**src/rtl/pc_fetch_sequencer.sv**
```systemverilog
// Instruction-fetch front end: holds the PC, fetches over req/ack, hands off to decode.
// Optional MISALIGN_TRAP_EN: misaligned redirects halt fetch and raise a sticky error.
module pc_fetch_sequencer #(
  parameter logic [31:0] RESET_PC = 32'h0000_0000
) (
  input  logic        clk_i,
  input  logic        rst_ni,
  input  logic        branch_taken_i,
  input  logic [31:0] branch_target_i,
  output logic        imem_req_o,
  output logic [31:0] imem_addr_o,
  input  logic        imem_ack_i,
  input  logic [31:0] imem_rdata_i,
  output logic        instr_valid_o,
  input  logic        instr_ready_i,
  output logic [31:0] instr_o,
  output logic [31:0] instr_pc_o,
  output logic        misalign_err_o
);

  typedef enum logic [1:0] {StStart, StFetch, StHold, StHalt} state_e;

  state_e      state_q, state_d;
  logic [31:0] pc_q, pc_d;
  logic        squash_q, squash_d;
  logic [31:0] pend_target_q, pend_target_d;
  logic [31:0] instr_q, instr_d;
  logic [31:0] instr_pc_q, instr_pc_d;
  logic [31:0] bt_in;
  logic        load_en;
  logic [31:0] load_tgt;

`ifdef MISALIGN_TRAP_EN
  logic err_q, err_d;
  assign bt_in = branch_target_i;
`else
  assign bt_in = branch_target_i & ~32'h3;
`endif

  always_ff @(posedge clk_i) begin
    if (!rst_ni) begin
      state_q       <= StStart;
      pc_q          <= RESET_PC;
      squash_q      <= 1'b0;
      pend_target_q <= 32'h0;
      instr_q       <= 32'h0;
      instr_pc_q    <= 32'h0;
    end else begin
      state_q       <= state_d;
      pc_q          <= pc_d;
      squash_q      <= squash_d;
      pend_target_q <= pend_target_d;
      instr_q       <= instr_d;
      instr_pc_q    <= instr_pc_d;
    end
  end

`ifdef MISALIGN_TRAP_EN
  always_ff @(posedge clk_i) begin
    if (!rst_ni) err_q <= 1'b0;
    else         err_q <= err_d;
  end
`endif

  always_comb begin
    state_d       = state_q;
    pc_d          = pc_q;
    squash_d      = squash_q;
    pend_target_d = pend_target_q;
    instr_d       = instr_q;
    instr_pc_d    = instr_pc_q;
    load_en       = 1'b0;
    load_tgt      = bt_in;
`ifdef MISALIGN_TRAP_EN
    err_d         = err_q;
`endif

    unique case (state_q)
      StStart: state_d = StFetch;
      StFetch: begin
        if (imem_ack_i) begin
          if (branch_taken_i || squash_q) begin
            // Outstanding data is stale; a same-cycle redirect beats the pending one.
            squash_d = 1'b0;
            load_en  = 1'b1;
            load_tgt = branch_taken_i ? bt_in : pend_target_q;
          end else begin
            instr_d    = imem_rdata_i;
            instr_pc_d = pc_q;
            pc_d       = pc_q + 32'd4;
            state_d    = StHold;
          end
        end else if (branch_taken_i) begin
          squash_d      = 1'b1;
          pend_target_d = bt_in;
        end
      end
      StHold: begin
        if (branch_taken_i) begin
          load_en  = 1'b1;
          load_tgt = bt_in;
        end else if (instr_ready_i) begin
          state_d = StFetch;
        end
      end
      StHalt: state_d = StHalt;
      default: state_d = StStart;
    endcase

    if (load_en) begin
`ifdef MISALIGN_TRAP_EN
      if (load_tgt[1:0] != 2'b00) begin
        err_d   = 1'b1;
        state_d = StHalt;
      end else begin
        pc_d    = load_tgt;
        state_d = StFetch;
      end
`else
      pc_d    = load_tgt;
      state_d = StFetch;
`endif
    end
  end

  assign imem_req_o    = (state_q == StFetch);
  assign imem_addr_o   = pc_q;
  assign instr_valid_o = (state_q == StHold);
  assign instr_o       = instr_q;
  assign instr_pc_o    = instr_pc_q;
`ifdef MISALIGN_TRAP_EN
  assign misalign_err_o = err_q;
`else
  assign misalign_err_o = 1'b0;
`endif

endmodule

```
**config.mk**
```make
export PLATFORM = sky130hd
export DESIGN_NAME = pc_fetch_sequencer
export DESIGN_NICKNAME = d
export VERILOG_FILES = /design/src/rtl/pc_fetch_sequencer.sv
export SDC_FILE = /design/constraint.sdc
export NUM_CORES = 1
export LEC_CHECK = 0
export BUFFER_PORTS_ARGS = -buffer_cell sky130_fd_sc_hd__buf_2
export CORE_ASPECT_RATIO = 0.75
export CORE_UTILIZATION = 28
export DETAILED_ROUTE_END_ITERATION = 6
export PLACE_DENSITY_LB_ADDON = 0.05
export SYNTH_ARGS = -nofsm -noshare
export SYNTH_HDL_FRONTEND = slang
export SYNTH_SLANG_ARGS = --single-unit
```
**constraint.sdc**
```tcl
create_clock -name clk_i -period 7 [get_ports clk_i]
set_clock_uncertainty 0.05 [all_clocks]
set_input_delay 0.35 -clock clk_i [delete_from_list [all_inputs] [get_ports clk_i]]
set_output_delay 0.35 -clock clk_i [all_outputs]
set_load 0.03 [all_outputs]
```
==> results.md <==
* Status: finished clean
* PwrDens at 323 mW/mm^2
* Synth-to-Final Area Change at 27.9%
* RSZ-0062 raised after global routing: no
* Nets@finish at around 910
* Layout cells sized above 1 at 26.8%
* Critical path arrival at about 3.2 ns
* Worst Max-Slew Pin Slew at 1.18 ns
* Drt total wl at between 15000 and 20000 um
* CP max FO at 58
* Netlist Area Pre-Place at between 0.005 and 0.006 sq mm
* Dominant synthesized flop cell: dfxtp_1
* Via/cell ratio at 4.92
* Worst vdd ir at approximately 0.14 mV
* XOR/XNOR share of the synthesized area at 0.942%
* Placed cell areas at 0.00656 sq mm
* Avg WL per Cell at 15.3 um
* Filler cells at 2055
* Final period util at 42.0%
* Setup Buffers After CTS at 0
* Total grt overflow at 0
* Sequential power share at 40.1%
* Leak pwr at 2.80 nW
* Via Count at 5413
* Seq/Total Area, Yosys at 47.0%
* Final Hold Vio Count at 0
* Worst Setup End Kind: flip-flop
* Clock power share at a little under two fifths
* Yosys reg bits at 131
* Largest net degree at the start of global routing at 109
* FP Rows at 44
* Worst path required time at 7.27 ns
* Root Driver: clkbuf_16
* Port Buffers at around 160
* Simple-gate portion of the synthesized area at 23.5%
* Vias in the first global route at 5012
* First-pass iteration count of the detailed router at 4
* Routed Antenna Nets at 0
* Relative slew slack at between 20 and 25%
* Core ar. at 0.0194 sq mm
* Post-Syn Nets at 777
* Hold WC Path Type: in -> reg
* Combinational share of power at roughly 22%
* EDFF count, synth at 0
* H-tree depth at 4
* Post-synthesis adder-cell area fraction at under 10%
* Syn Inst Count at 703
* Total die area at ~0.02 sq mm
* Flip-flop and latch area at 0.00262 sq mm
* Largest area contributor in the netlist: dfxtp_1
* Crit path kind: reg -> reg
* Setup TNS at 0 ns
* Ports at ~170
* CP startpoint kind: flip-flop
* Netlist cell types at 48
* Switch Pwr at 0.783 mW
* Cts hold-fix bufs at 0
* # DRC at 0
* Initial antenna violation count at 1
* Total track usage at between 15 and 20%
* DP Wirelength at between 10000 and 15000 um
* Clk pin slew, worst setup/hold paths at 0.06 ns
* Internal Power at 1.52 mW
* CTS tree: done
* First-pass GRT wire length at about 27000 um
* Routability Congestion at around 0.72
* Number of synthesis warnings at 0
* Compound-gate portion of the synthesized area at 18.3%
* Cts repair resizes at 0
* Multi-input gate area at roughly 0.0027 sq mm
* Min Clock Period, post-route at 2.94 ns
* Mux cell area share after synthesis at 4.22%
* Initial core utilization at 28.7%
* TritonCTS Sinks at 131
* Clock Path Buffers at 2
* Cts bufs inserted at 17
* Max-cap violation count at 0
* Fin util at 36.7%
* Synth top area cells: dfxtp_1 (47%), nand2_1 (15%), a21oi_1 (9.0%)
* Net Sw Frac at 34.0%
* Top-area cell type share of the netlist area at 47.0%
* Worst-skew pair later-pin latency at between 0.4 and 0.5 ns
* DRT iter0 DRCs at 272
* F_max at 340 MHz
* Die Width at 165 um
* Total Power at 2.30 mW
* Chip height at approximately 120 um
* Largest family of logic cells by synthesized area: simple AND/OR/NAND/NOR gates
* Post-Layout Inst Area at 0.00714 sq mm
* Mean Syn Cell Area at ~8 sq um
* Final Max Slew Viols at 0
* Hold Slack at around 0.12 ns
* Final Setup Violations at 0
* Synth async-reset ratio at 0%
-- cell type report --
| cell class | count | share of cell area, % |
|---|---|---|
| well taps | 253 | 4.44 |
| flip-flops and latches | 131 | 36.7 |
| multi-input cells | 506 | 38.1 |
| repair buffers | 170 | 12.1 |
| diodes | 1 | 0.0351 |
| clock buffers | 19 | 6.21 |
| inverters | 8 | 0.456 |
| clock inverters | 12 | 1.89 |
-- layout by cell type (no fill, tap or decap), drive strengths merged, types with 8 or more instances in the layout --
| master | instances |
|---|---|
| clkbuf | 19 |
| a21oi | 100 |
| mux2 | 20 |
| or4 | 14 |
| buf | 170 |
| inv | 8 |
| dfxtp | 131 |
| and3 | 11 |
| a211oi | 9 |
| a31oi | 19 |
| nand3 | 13 |
| nand4 | 9 |
| o31ai | 12 |
| o21ai | 24 |
| nand2 | 220 |
-- routing by layer --
| metal | vias up | routed length (um) | part of all wire [%] | GRT usage (%) |
|---|---|---|---|---|
| met1 | 2547 | 8100 | 48 | 22.1 |
| met2 | 142 | 7600 | 45 | 26.6 |
| met3 | 17 | 958 | 5.7 | 4.61 |
| met5 | - | 0 | 0 | 0 |
| met4 | 0 | 176 | 1.0 | 4.70 |
| li1 | 2707 | - | - | - |
-- power by group through the flow --
stage	sequential, mW	clock, mW	combinational (mW)
detailed placement	0.940	0	0.515
finish	0.924	0.873	0.507
global placement	0.934	0	0.505
floorplan	1.02	0	0.250
CTS	0.924	0.901	0.516
global route	0.938	0.930	0.560
-- state kept, by name (all words and copies together), names as in the netlist --
register / cells
imem_addr_o: 32
instr_o: 32
instr_pc_o: 32
pend_target_q: 32
squash_q: 1
state_q: 2
-- stage by stage --
step	setup slack (ns)	instances
finish	4.06	1100
global route	3.75	1099
CTS	4.04	1099
detailed placement	4.06	1068
global placement	4.26	1068
floorplan	4.39	703
-- worst max-delay path, cell delays in order, from the launching register on --
cell and delay (ns):
dfxtp_1 0.33, inv_1 0.08, ha_1 0.41, nand4bb_4 0.36, buf_4 0.46, nor4_1 0.69
a211oi_1 0.17, a311oi_1 0.27
-- synth_stat cells, drive strengths merged, types with 2 or more instances --
| master | instances |
|---|---|
| a211oi | 9 |
| a21oi | 100 |
| a311oi | 4 |
| a31oi | 19 |
| and3 | 11 |
| and4 | 4 |
| buf | 11 |
| clkbuf | 47 |
| dfxtp | 131 |
| ha | 5 |
| inv | 8 |
| mux2 | 20 |
| nand2 | 220 |
| nand3 | 13 |
| nand4 | 9 |
| nor2 | 6 |
| nor3 | 4 |
| nor4bb | 2 |
| o21ai | 24 |
| o31ai | 12 |
| or3 | 5 |
| or4 | 14 |
| xnor2 | 4 |
| xor2 | 2 |
-- cells by family (layout without fill, tap and decap cells) --
group | after synthesis | count (layout)
AO/OA/AOI/OAI | 178 | 178
XOR/XNOR | 6 | 6
adder cells (fa/ha/maj) | 5 | 5
buffers and inverters | 66 | 209
flip-flops | 131 | 131
multiplexers | 21 | 21
other | 1 | 2
AND/OR/NAND/NOR | 295 | 295
-- path summary, 6_finish.rpt --
| check | startpoint | to | slack, ns | cells after the start |
|---|---|---|---|---|
| min reg2reg | instr_o[21] | instr_o[21] | 0.40 | 2 |
| max reg2reg | state_q[1] | imem_addr_o[13] | 4.06 | 7 |
| min | imem_rdata_i[6] | instr_o[6] | 0.12 | 3 |
| max | state_q[1] | imem_addr_o[13] | 4.06 | 7 |
Power figures use the tool's default switching activity.
